[config.mk]
export PLATFORM = sky130hd
export DESIGN_NAME = enemy_grid_sequencer
export DESIGN_NICKNAME = d
export VERILOG_FILES = /design/src/rtl/enemy_grid_pkg.sv /design/src/rtl/enemy_grid_addr.sv /design/src/rtl/enemy_grid_sequencer.sv
export SDC_FILE = /design/constraint.sdc
export NUM_CORES = 1
export LEC_CHECK = 0
export ABC_CLOCK_PERIOD_IN_PS = 2350
export BUFFER_PORTS_ARGS = -buffer_cell sky130_fd_sc_hd__buf_4
export CAP_MARGIN = 20
export CORE_MARGIN = 2
export CORE_UTILIZATION = 56
export DETAILED_ROUTE_END_ITERATION = 10
export GPL_TIMING_DRIVEN = 0
export PLACE_DENSITY = 0.81
export SETUP_SLACK_MARGIN = 0.15
export SLEW_MARGIN = 20
export SYNTH_ARGS = -nofsm -noshare
export SYNTH_HDL_FRONTEND = slang
export SYNTH_SLANG_ARGS = --single-unit
[constraint.sdc]
create_clock -name clk -period 2.35 [get_ports clk]
set_input_delay 0.47 -clock clk [delete_from_list [all_inputs] [get_ports clk]]
set_output_delay 0.47 -clock clk [all_outputs]
set_load 0.02 [all_outputs]
[src/rtl/enemy_grid_pkg.sv]
// Shared definitions for the enemy formation sequencer: FSM encodings,
// sprite geometry and screen coordinate widths.
package enemy_grid_pkg;

    localparam logic [2:0] ST_IDLE   = 3'd0;
    localparam logic [2:0] ST_SCAN   = 3'd1;
    localparam logic [2:0] ST_ISSUE  = 3'd2;
    localparam logic [2:0] ST_WAIT   = 3'd3;
    localparam logic [2:0] ST_FINISH = 3'd4;

    typedef enum logic [2:0] {
        S_IDLE   = ST_IDLE,
        S_SCAN   = ST_SCAN,
        S_ISSUE  = ST_ISSUE,
        S_WAIT   = ST_WAIT,
        S_FINISH = ST_FINISH
    } state_t;

    localparam int SPRITE_W      = 28;
    localparam int SPRITE_H      = 20;
    localparam int SPRITE_PIXELS = SPRITE_W * SPRITE_H;

    localparam int X_W = 9;
    localparam int Y_W = 8;

endpackage

[src/rtl/enemy_grid_addr.sv]
// Combinational origin generator: row/col within the formation to screen
// X/Y. Sums are formed at 32 bits and wrap modulo the screen coordinate
// width; no clipping, the caller keeps the formation on screen.
module enemy_grid_addr
    import enemy_grid_pkg::*;
#(
    parameter int X_SPACING = 32,
    parameter int Y_SPACING = 24
) (
    input  logic [2:0]     row,
    input  logic [3:0]     col,
    input  logic [X_W-1:0] base_x,
    input  logic [Y_W-1:0] base_y,
    output logic [X_W-1:0] x_org,
    output logic [Y_W-1:0] y_org
);

    assign x_org = X_W'(32'(base_x) + 32'(col) * 32'(X_SPACING));
    assign y_org = Y_W'(32'(base_y) + 32'(row) * 32'(Y_SPACING));

endmodule

[src/rtl/enemy_grid_sequencer.sv]
// Enemy formation sequencer: walks the ROWS x COLS grid row-major, skips
// dead enemies, hands each live sprite origin to the drawer with a one-cycle
// enable and waits for its done pulse. Pulses frame_done at pass end.
// Optional build macro ENEMY_GRID_TIMEOUT_EN adds a 12-bit drawer watchdog
// and the sticky timeout_err output.
module enemy_grid_sequencer
    import enemy_grid_pkg::*;
#(
    parameter int COLS      = 5,
    parameter int ROWS      = 3,
    parameter int X_SPACING = 32,
    parameter int Y_SPACING = 24
) (
    input  logic                 clk,
    input  logic                 resetn,
    input  logic                 start,
    input  logic [X_W-1:0]       base_x,
    input  logic [Y_W-1:0]       base_y,
    input  logic [ROWS*COLS-1:0] alive,
    input  logic                 draw_done,
`ifdef ENEMY_GRID_TIMEOUT_EN
    output logic                 timeout_err,
`endif
    output logic [X_W-1:0]       x_pos,
    output logic [Y_W-1:0]       y_pos,
    output logic                 draw_en,
    output logic                 busy,
    output logic                 frame_done
);

    localparam int N     = ROWS * COLS;
    localparam int IDX_W = (N > 1) ? $clog2(N) : 1;

    state_t           state;
    logic [IDX_W-1:0] idx;
    logic [3:0]       col, col_nxt;
    logic [2:0]       row, row_nxt;
    logic [N-1:0]     alive_q;
    logic [X_W-1:0]   bx_q, ax;
    logic [Y_W-1:0]   by_q, ay;
    logic             last;
`ifdef ENEMY_GRID_TIMEOUT_EN
    logic [11:0]      wdog;
`endif

    assign last = (idx == IDX_W'(N - 1));

    // Next grid position: col wraps at the end of a row and bumps row.
    always_comb begin
        col_nxt = col + 4'd1;
        row_nxt = row;
        if (col == 4'(COLS - 1)) begin
            col_nxt = '0;
            row_nxt = row + 3'd1;
        end
    end

    enemy_grid_addr #(
        .X_SPACING (X_SPACING),
        .Y_SPACING (Y_SPACING)
    ) u_addr (
        .row    (row),
        .col    (col),
        .base_x (bx_q),
        .base_y (by_q),
        .x_org  (ax),
        .y_org  (ay)
    );

    // Sequencer FSM; draw_en/frame_done/busy are registered alongside the
    // state so each is a clean decode of the state being entered.
    always_ff @(posedge clk or negedge resetn) begin
        if (!resetn) begin
            state      <= S_IDLE;
            idx        <= '0;
            col        <= '0;
            row        <= '0;
            alive_q    <= '0;
            bx_q       <= '0;
            by_q       <= '0;
            x_pos      <= '0;
            y_pos      <= '0;
            draw_en    <= 1'b0;
            busy       <= 1'b0;
            frame_done <= 1'b0;
`ifdef ENEMY_GRID_TIMEOUT_EN
            wdog        <= '0;
            timeout_err <= 1'b0;
`endif
        end else begin
            draw_en    <= 1'b0;
            frame_done <= 1'b0;
            case (state)
                S_IDLE: begin
                    if (start) begin
                        alive_q <= alive;
                        bx_q    <= base_x;
                        by_q    <= base_y;
                        idx     <= '0;
                        col     <= '0;
                        row     <= '0;
                        busy    <= 1'b1;
                        state   <= S_SCAN;
`ifdef ENEMY_GRID_TIMEOUT_EN
                        timeout_err <= 1'b0;
`endif
                    end
                end
                S_SCAN: begin
                    if (alive_q[idx]) begin
                        x_pos   <= ax;
                        y_pos   <= ay;
                        draw_en <= 1'b1;
                        state   <= S_ISSUE;
                    end else if (last) begin
                        frame_done <= 1'b1;
                        state      <= S_FINISH;
                    end else begin
                        idx <= idx + 1'b1;
                        col <= col_nxt;
                        row <= row_nxt;
                    end
                end
                S_ISSUE: begin
                    state <= S_WAIT;
`ifdef ENEMY_GRID_TIMEOUT_EN
                    wdog  <= '0;
`endif
                end
                S_WAIT: begin
                    if (draw_done) begin
                        if (last) begin
                            frame_done <= 1'b1;
                            state      <= S_FINISH;
                        end else begin
                            idx   <= idx + 1'b1;
                            col   <= col_nxt;
                            row   <= row_nxt;
                            state <= S_SCAN;
                        end
                    end
`ifdef ENEMY_GRID_TIMEOUT_EN
                    // Counter reaches 4095 on this edge: give up on the drawer.
                    else if (wdog == 12'd4094) begin
                        wdog        <= wdog + 12'd1;
                        timeout_err <= 1'b1;
                        frame_done  <= 1'b1;
                        state       <= S_FINISH;
                    end else begin
                        wdog <= wdog + 12'd1;
                    end
`endif
                end
                S_FINISH: begin
                    busy  <= 1'b0;
                    state <= S_IDLE;
                end
                default: begin
                    busy  <= 1'b0;
                    state <= S_IDLE;
                end
            endcase
        end
    end

endmodule

==> results of run 1 <==
==> area by class of cell <==
type / count / area share (%)
buffer: 12 / 1.776
clock buffer: 9 / 3.031
clock inverter: 6 / 1.653
inverter: 15 / 1.562
multi-input combinational: 165 / 36.28
sequential: 66 / 40.45
tap: 72 / 2.205
timing repair buffer: 71 / 13.04
==> worst max path at each step <==
stage | startpoint | endpoint
2_1_floorplan | idx[1] | row[0]
3_3_place_gp | idx[1] | row[0]
3_5_place_dp | idx[1] | row[0]
4_1_cts | idx[1] | col[3]
5_1_grt | idx[1] | row[1]
6_report | idx[1] | row[0]
==> cell families (layout without fill, tap and decap cells) <==
family | Yosys count | after routing | share of synthesized area, %
AOI/OAI and AO/OA | 29 | 29 | 5.894
xor gates and xnor gates | 8 | 8 | 2.200
adders and majority gates | 16 | 16 | 6.994
buffers and inverters | 27 | 113 | 3.811
DFF | 66 | 66 | 51.87
muxes | 53 | 53 | 19.57
and+or+nand+nor | 59 | 59 | 9.666
==> flip-flops by register name, summed over array words and instances (netlist names), 3 cells and up <==
| signal | flops |
|---|---|
| col | 4 |
| idx | 4 |
| y_pos | 8 |
| alive_q | 15 |
| row | 3 |
| by_q | 8 |
| state | 3 |
| x_pos | 9 |
| bx_q | 9 |
==> through the flow <==
stage / cell area (um^2) / setup WS (ns) / std cells / total power (W) / setup TNS (ns)
after floorplan: 3184 / 0.2177 / 258 / 0.004281 / 0
after global placement: 3687 / 0.01739 / 385 / 0.004993 / 0
after detailed placement: 3687 / -0.02611 / 385 / 0.005120 / -0.02611
after CTS: 3954 / 0.1524 / 406 / 0.006243 / 0
after global routing: 4086 / 0.08542 / 416 / 0.007068 / 0
final: 4086 / 0.1805 / 416 / 0.006585 / 0
==> timing repair <==
item | in CTS | in global routing
resized for setup | 9 | 13
setup endpoints to repair | 36 | 42
pin swaps | 1 | 4
setup buffers | 6 | 10
==> cells in the final DEF (no fill, tap or decap), drive strengths merged <==
master,count
fa,3
o2bb2ai,1
nand4,3
nor3b,1
a31oi,2
a211o,2
ha,13
clkinvlp,2
nand3b,1
o22ai,1
xnor2,8
clkbuf,12
nor2b,4
a21o,4
dfrtp,66
nand2b,3
a22oi,1
and3,2
o31ai,1
nand3,10
nor4,1
nand2,15
mux2,44
o21ai,7
buf,80
a21oi,7
mux2i,7
a2bb2oi,1
or4,3
a211oi,2
inv,16
nor2,13
mux4,2
bufinv,1
clkinv,2
nor3,3
==> synth_stat cells (all sizes together), types with 2 or more instances <==
library cell	n	share of area (%)
clkbuf	3	0.35
a211oi	2	0.47
a31oi	2	0.39
nor2b	4	0.79
and3	2	0.39
dfrtp	66	52
inv	15	1.8
xnor2	8	2.2
a21oi	7	1.1
a21o	4	0.94
or4	3	0.82
ha	13	5.1
mux2i	7	2.6
fa	3	1.9
nor3	3	0.47
buf	9	1.7
nand3	10	2.0
mux4	2	1.4
a211o	2	0.55
mux2	44	16
nor2	13	1.5
nand2	15	1.8
nand2b	3	0.59
o21ai	7	1.2
nand4	3	0.59
==> worst reg2reg max path: stages (launching register included) <==
cell and delay (ns):
dfrtp_1 0.37, buf_6 0.14, mux4_2 0.54, mux2i_4 0.21, or4_4 0.18, nand3_4 0.11
a21oi_4 0.19, mux2_4 0.31
==> where the power goes <==
part	total [W]	internal, W	leakage [nW]	switching (W)
logic	0.00359	0.00185	1.04	0.00174
clock network	0.000939	0.000487	0.0917	0.000453
registers	0.00205	0.00171	0.792	0.000346
==> metal layers <==
| metal | routed length, um | part of all wire [%] | vias to the layer above |
|---|---|---|---|
| met1 | 2781 | 43 | 1109 |
| met3 | 351 | 5.4 | 12 |
| met4 | 143 | 2.2 | 0 |
| met5 | 0 | 0 | - |
| met2 | 3189 | 49 | 65 |
| li1 | - | - | 1070 |
==> impl_metrics.yaml, run 1 <==
floorplan:
  start_util_pct: 57.83
  core_mm2: 0.005507
  die_w_um: 79.41
  ios: 56
  die_area_mm2: 0.006305
  rows: 27
  die_y_um: 79.41
global_routing:
  grt_util_all_layers_pct: 22.44
  top_usage_layer: "met2"
  grt_use_met3_pct: 7.127
  met2_usage_pct: 34.15
  antenna_found_initial: 0
  met1_usage_pct: 28.83
  grt_pass1_wl_um: 10540
  grt_max_degree: 67
  grt_pass1_vias: 2236
  overflow: 0
clocking:
  clkTransAtPathRegs_ns: 0.07
  cts_htree_levels: 3
  cts_buffers: 9
  clock_sinks: 66
  clk_latency_ns: 0.35
  cts.path.max_buffers: 2
  cts_root_buf: "clkbuf_8"
  hold_buffers: 0
  cts_tree: "done"
routing:
  firstDrtPassIters: 4
  num_vias: 2256
  first_iter_violations: 160
  post_drt_wl_per_cell_um: 15.54
  avgViaCountPerCell: 5.423
  drc_errors: 0
  routed_wl_um: 6465
  detail-route-antenna-nets: 0
setup_path:
  path_delay_family: "multiplexers"
  r2r_cells: 7
  critPathKind: "reg -> reg"
  critical_path_depth: 7
  cp.required_ns: 2.59
  crit_chain: "buf_6 -> mux4_2 -> mux2i_4 -> or4_4 -> nand3_4 -> a21oi_4 -> mux2_4"
  cp_data_arrival_time_ns: 2.40
  rrSetupSlack_ns: 0.18
  slowest_stage: "mux4_2"
  reg2reg_to: "row[0]"
  start_kind: "flop"
  cp_num_buf_inv: 1
  worstSetupEndpointType: "flop"
  slowest_delay_ns: 0.54
  regToRegStartpoint: "idx[1]"
  critPathMaxFanout: 6
logic_synthesis:
  synth_seq_area_share_pct: 51.87
  yosys_register_bits: 66
  synth-edff-count: 0
  syn_area_per_cell_um2: 12.34
  yosysWarningCount: 0
  syn_inst: 258
  syn_nets: 310
  synthArstFlopShare_pct: 100.0
  synth.cell_area_mm2: 0.003184
  synth_flop_cell: "dfrtp_1"
  synth_cell_types: 41
power_and_ir_drop:
  p_leak_nw: 1.927
  power_density_mw_per_mm2: 1611
  vdd_drop_max_mv: 0.8560
cells_and_area:
  syn2layout_area_growth_pct: 28.33
  layout-drive-gt1-share_pct: 46.22
  regArea_mm2: 0.001653
  finalNetCount: 392
  n_fill_cell: 380
  multi_input_area_mm2: 0.001483
  utilization_pct: 74.21
  diodes: 0
sta:
  final_max_slew_viol_count: 0
  setup_viol: 0
  clock_skew_ns: 0.007135
  worstMarginPinSlew_ns: 0.8197
  period_needed_ns: 2.169
  final.period_utilization_pct: 92.32
  holdWs_ns: 0.2062
  hold_violations: 0
  rsz0062_at_grt: "yes"
  slew_headroom_pct: 45.35
  max_freq_mhz: 460.9
placed_design:
  numPortBuffers: 55
  place_congestion: 0.8228
  dp_hpwl_um: 4214
outcome:
  status: "complete, no violations"
run:
  cap_viol_max_count: 0
min_path:
  min_path_type: "in -> async"
No activity file was read; power rests on OpenSTA's default activity.
==> inputs of run 2 (changes only) <==
--- a/config.mk
+++ b/config.mk
@@ -8,6 +8,7 @@
 export ABC_CLOCK_PERIOD_IN_PS = 2350
 export BUFFER_PORTS_ARGS = -buffer_cell sky130_fd_sc_hd__buf_4
 export CAP_MARGIN = 20
+export CORE_ASPECT_RATIO = 1.4
 export CORE_MARGIN = 2
 export CORE_UTILIZATION = 56
 export DETAILED_ROUTE_END_ITERATION = 10
==> run 2 against run 1 <==
Compared with the run above: clock-buffer cell count rose by 5; combinational power is 7.2% lower; utilization is 1.2 points lower; via count shrank 1.9%; sequential power barely moved; routed wire length down 3.8%; die area is 0.14% higher; critical path type unchanged.
==> impl_metrics.yaml, run 2 (synthesized netlist as in run 1, its figures left out) <==
min_path:
  min_path_type: "in -> async"
cells_and_area:
  largest_register_ff_count: 15
  diodes: 0
  top_register: "alive_q"
  top_regs: "alive_q (15), bx_q (9), x_pos (9)"
  layout_common_cells: "buf_4, dfrtp_1, mux2_2"
  finalNetCount: 385
  syn2layout_area_growth_pct: 25.74
  layout-drive-gt1-share_pct: 44.08
  stdcell_count: 406
sta:
  final_max_slew_viol_count: 0
  period_needed_ns: 2.173
  worst_slack_ns: 0.1769
  slew_headroom_pct: 44.63
  rsz0062_at_grt: "yes"
  hold_violations: 0
  worstMarginPinSlew_ns: 0.8306
  final.period_utilization_pct: 92.47
  clock_skew_ns: 0.01139
  setup_viol: 0
  max_freq_mhz: 460.2
  final.setup.tns_ns: 0
setup_path:
  cp.required_ns: 2.59
  crit_chain: "buf_6 -> mux4_2 -> mux2i_4 -> or4_4 -> nand3_4 -> buf_4 -> nor3_1 -> a21o_1"
  start_kind: "flop"
  cp_data_arrival_time_ns: 2.41
  critPathMaxFanout: 10
  cp_num_buf_inv: 2
  worstSetupEndpointType: "flop"
  path_delay_family: "simple AND/OR/NAND/NOR gates"
  critPathKind: "reg -> reg"
  slowest_delay_ns: 0.55
  slowest_stage: "or4_4"
floorplan:
  start_util_pct: 58.05
  rows: 32
  core_mm2: 0.005485
  die_w_um: 67.73
  die_area_mm2: 0.006314
  die_y_um: 93.22
  ios: 56
clocking:
  cts_buffers: 9
  clkTransAtPathRegs_ns: 0.08
  clk_latency_ns: 0.34
  hold_buffers: 0
  cts_htree_levels: 3
  cts.path.max_buffers: 2
  cts_root_buf: "clkbuf_8"
  cts_tree: "done"
  clock_sinks: 66
power_and_ir_drop:
  vdd_drop_max_mv: 1.062
  p_leak_nw: 1.888
  power_density_mw_per_mm2: 1563
routing:
  detail-route-antenna-nets: 0
  firstDrtPassIters: 4
  num_vias: 2214
  drc_errors: 0
  routed_wl_um: 6217
  first_iter_violations: 126
  post_drt_wl_per_cell_um: 15.31
  avgViaCountPerCell: 5.453
global_routing:
  grt_max_degree: 67
  grt_pass1_wl_um: 10540
  grt_util_all_layers_pct: 22.96
  grt_pass1_vias: 2275
  overflow: 0
  antenna_found_initial: 0
placed_design:
  place_congestion: 0.8031
  dp_slack_ns: 0.007909
  numPortBuffers: 55
  dp_cells: 381
  dp_hpwl_um: 4298
outcome:
  status: "complete, no violations"
run:
  cap_viol_max_count: 0
==> run 2: cell types whose count changed in the layout (fill, tap and decap cells not counted), moves of 2 or more <==
cell | before | now
buf_4 | 74 | 65
clkinvlp_4 | 2 | 0
clkbuf_8 | 9 | 12
clkbuf_1 | 1 | 3
==> run 2: layout make-up <==
cell class,count,area [um^2]
clock inverter,2,10.01
timing repair buffer,64,480.5
tap,68,85.08
clock buffer,14,172.7
inverter,15,61.31
buffer,12,73.82
sequential,66,1653
fill,388,1481
multi-input combinational,165,1468
==> run 2: power by group <==
group,switching [W],total [W],internal (W)
logic,0.00163,0.00333,0.00170
registers,0.000337,0.00205,0.00171
clock network,0.000415,0.000882,0.000467
==> run 2: metal layers <==
| layer | share of wire, % | up-vias | track usage, % |
|---|---|---|---|
| met5 | 0 | - | 0 |
| met4 | 2.5 | 0 | 9.694 |
| met3 | 3.4 | 13 | 5.776 |
| met2 | 54 | 44 | 37.34 |
| met1 | 40 | 1105 | 28.63 |
| li1 | - | 1052 | - |
==> run 2: metrics by stage <==
step	instance area, um^2	utilization, %	total power, W	hold slack [ns]
3_5_place_dp	3682	67.13	0.005118	0.4908
4_1_cts	3902	71.15	0.006089	0.2557
2_1_floorplan	3184	-	0.004281	0.1744
3_3_place_gp	3682	67.13	0.004999	0.4801
6_report	4004	72.99	0.006260	0.2141
5_1_grt	4004	72.99	0.006732	0.3054
==> run 2: worst register-to-register path, cell delays in order (launching register included) <==
cell     delay [ns]
dfrtp_1        0.39
buf_6          0.13
mux4_2         0.35
mux2i_4        0.09
or4_4          0.56
nand3_4        0.13
buf_4          0.20
nor3_1         0.06
a21o_1         0.16
==> run 2: path summary, 6_finish.rpt <==
check / startpoint / endpoint / slack [ns] / depth (start not counted)
max: idx[1] / idx[0] / 0.18 / 8
min: resetn / x_pos[2] / 0.21 / 1
max reg2reg: idx[1] / idx[0] / 0.18 / 8
min reg2reg: by_q[2] / by_q[2] / 0.50 / 1
max in group asynchronous: resetn / idx[0] / 1.53 / 1
min in group clk: base_x[6] / bx_q[6] / 0.33 / 3
==> run 2: what timing repair did <==
item,in CTS,in global routing
endpoints found under the setup margin,35,37
resized for setup,6,12
pin swaps,0,4
setup buffers,3,6
==> inputs of run 3 (changes only) <==
--- a/config.mk
+++ b/config.mk
@@ -5,7 +5,7 @@
 export SDC_FILE = /design/constraint.sdc
 export NUM_CORES = 1
 export LEC_CHECK = 0
-export ABC_CLOCK_PERIOD_IN_PS = 2350
+export ABC_CLOCK_PERIOD_IN_PS = 2250
 export BUFFER_PORTS_ARGS = -buffer_cell sky130_fd_sc_hd__buf_4
 export CAP_MARGIN = 20
 export CORE_ASPECT_RATIO = 1.4
==> constraint.sdc (replaced) <==
create_clock -name clk -period 2.25 [get_ports clk]
set_input_delay 0.45 -clock clk [delete_from_list [all_inputs] [get_ports clk]]
set_output_delay 0.45 -clock clk [all_outputs]
set_load 0.02 [all_outputs]
==> run 3 against run 2 <==
Compared with the run above: clock-buffer cell count shrank 2; critical path depth shrank 1; register-to-register slack lost 0.08 ns; global-route usage grew 2.1 points; clock skew grew 0.00051 ns; sequential power grew 5%.
==> impl_metrics.yaml, run 3 (synthesized netlist as in run 1, its figures left out) <==
outcome:
  status: "complete, no violations"
clocking:
  clk_latency_ns: 0.34
  clkTransAtPathRegs_ns: 0.07
  cts_htree_levels: 3
  cts_tree: "done"
  clock_sinks: 66
  cts.path.max_buffers: 2
  hold_buffers: 0
  cts_root_buf: "clkbuf_8"
  cts_buffers: 9
setup_path:
  crit_chain: "buf_6 -> mux4_2 -> mux2i_4 -> or4_4 -> nand3_4 -> a21oi_4 -> mux2_4"
  path_delay_family: "multiplexers"
  slowest_stage: "mux4_2"
  worstSetupEndpointType: "flop"
  start_kind: "flop"
  cp_data_arrival_time_ns: 2.38
  crit_end: "row[0]"
  critical_path_depth: 7
  regToRegStartpoint: "idx[1]"
  slowest_delay_ns: 0.53
  rrSetupSlack_ns: 0.1
  reg2reg_to: "row[0]"
  critPathMaxFanout: 6
  critPathKind: "reg -> reg"
  r2r_cells: 7
  cp.required_ns: 2.47
  cp_num_buf_inv: 1
  worstSetupStartpoint: "idx[1]"
placed_design:
  dp_cells: 381
  numPortBuffers: 55
  dp_hpwl_um: 4520
  place_congestion: 0.7721
power_and_ir_drop:
  swShare_pct: 38.03
  power_density_mw_per_mm2: 1706
  power.total_w: 0.007042
  p_int_w: 0.004364
  clkPwrFrac_pct: 13.7
  p_leak_nw: 1.953
  switchingPower_w: 0.002678
  seq_power_share_pct: 30.5
  vdd_drop_max_mv: 1.068
  combPwrFrac_pct: 55.8
cells_and_area:
  top_regs: "alive_q (15), bx_q (9), x_pos (9)"
  finalNetCount: 395
  diodes: 0
  stdcell_count: 415
  syn2layout_area_growth_pct: 29.63
  top_register: "alive_q"
  n_fill_cell: 356
  layout-drive-gt1-share_pct: 46.97
  final_common_cell: "buf_4"
  largest_register_ff_count: 15
  layout_common_cells: "buf_4, dfrtp_1, mux2_2"
run:
  cap_viol_max_count: 0
global_routing:
  antenna_found_initial: 0
  grt_util_all_layers_pct: 25.01
  grt_max_degree: 67
  grt_pass1_vias: 2511
  grt_pass1_wl_um: 11470
  overflow: 0
routing:
  num_vias: 2324
  avgViaCountPerCell: 5.600
  detail-route-antenna-nets: 0
  routed_wl_um: 7005
  firstDrtPassIters: 4
  post_drt_wl_per_cell_um: 16.88
  first_iter_violations: 96
  drc_errors: 0
min_path:
  min_path_type: "in -> async"
sta:
  setup_viol: 0
  rsz0062_at_grt: "yes"
  clock_skew_ns: 0.01190
  period_needed_ns: 2.155
  holdWs_ns: 0.2033
  hold_violations: 0
  final.period_utilization_pct: 95.77
  final_max_slew_viol_count: 0
  worstMarginPinSlew_ns: 0.8225
  final.setup.tns_ns: 0
  max_freq_mhz: 464.1
  slew_headroom_pct: 45.17
floorplan:
  core_mm2: 0.005485
  die_y_um: 93.22
  start_util_pct: 58.05
  die_w_um: 67.73
  die_area_mm2: 0.006314
  ios: 56
  rows: 32
## run 3: area by class of cell
| cell class | count | area [um^2] | area share, % |
|---|---|---|---|
| Buffer | 12 | 88.84 | 2.152 |
| Clock inverter | 3 | 40.04 | 0.9700 |
| Multi-Input combinational cell | 165 | 1486 | 36.01 |
| Timing Repair Buffer | 74 | 568.0 | 13.76 |
| Sequential cell | 66 | 1653 | 40.04 |
| Tap cell | 68 | 85.08 | 2.061 |
| Inverter | 15 | 61.31 | 1.485 |
| Clock buffer | 12 | 145.1 | 3.516 |
## run 3: through the flow
| step | cell area (um^2) | setup WS [ns] | util, % |
|---|---|---|---|
| 3_5_place_dp | 3686 | -0.07880 | 67.20 |
| 4_1_cts | 4060 | 0.08684 | 74.02 |
| 3_3_place_gp | 3686 | -0.04710 | 67.20 |
| 2_1_floorplan | 3188 | 0.1800 | - |
| 5_1_grt | 4128 | 0.01402 | 75.25 |
| 6_report | 4128 | 0.09516 | 75.25 |
## run 3: how the worst min path moves through the flow
stage / cells after the start / endpoint / slack (ns) / from
3_3_place_gp: 1 / by_q[1] / 0.48 / by_q[1]
4_1_cts: 1 / bx_q[0] / 0.23 / resetn
3_5_place_dp: 1 / bx_q[2] / 0.49 / bx_q[2]
2_1_floorplan: 0 / alive_q[0] / 0.15 / resetn
6_report: 1 / bx_q[0] / 0.20 / resetn
5_1_grt: 1 / bx_q[0] / 0.27 / resetn
## run 3: power by group through the flow
stage                     sequential (W)  clock [W]  combinational, W
after floorplan                  0.00228          0           0.00220
after global placement           0.00213          0           0.00309
after detailed placement         0.00217          0           0.00320
after CTS                        0.00215   0.000979           0.00371
after global routing             0.00223    0.00104           0.00429
final                            0.00215   0.000965           0.00393
## run 3: metal layers
| layer | track usage, % | up-vias | wire (um) | part of all wire (%) |
|---|---|---|---|---|
| li1 | - | 1068 | - | - |
| met3 | 6.498 | 25 | 268 | 3.8 |
| met2 | 41.91 | 66 | 3835 | 55 |
| met1 | 27.06 | 1165 | 2628 | 38 |
| met4 | 16.16 | 0 | 273 | 3.9 |
| met5 | 0 | - | 0 | 0 |
## run 3: timing repair
action	CTS	global route
resized for setup	20	11
cloned	1	0
setup buffers	14	4
pin swaps	9	11
setup endpoints to repair	50	52
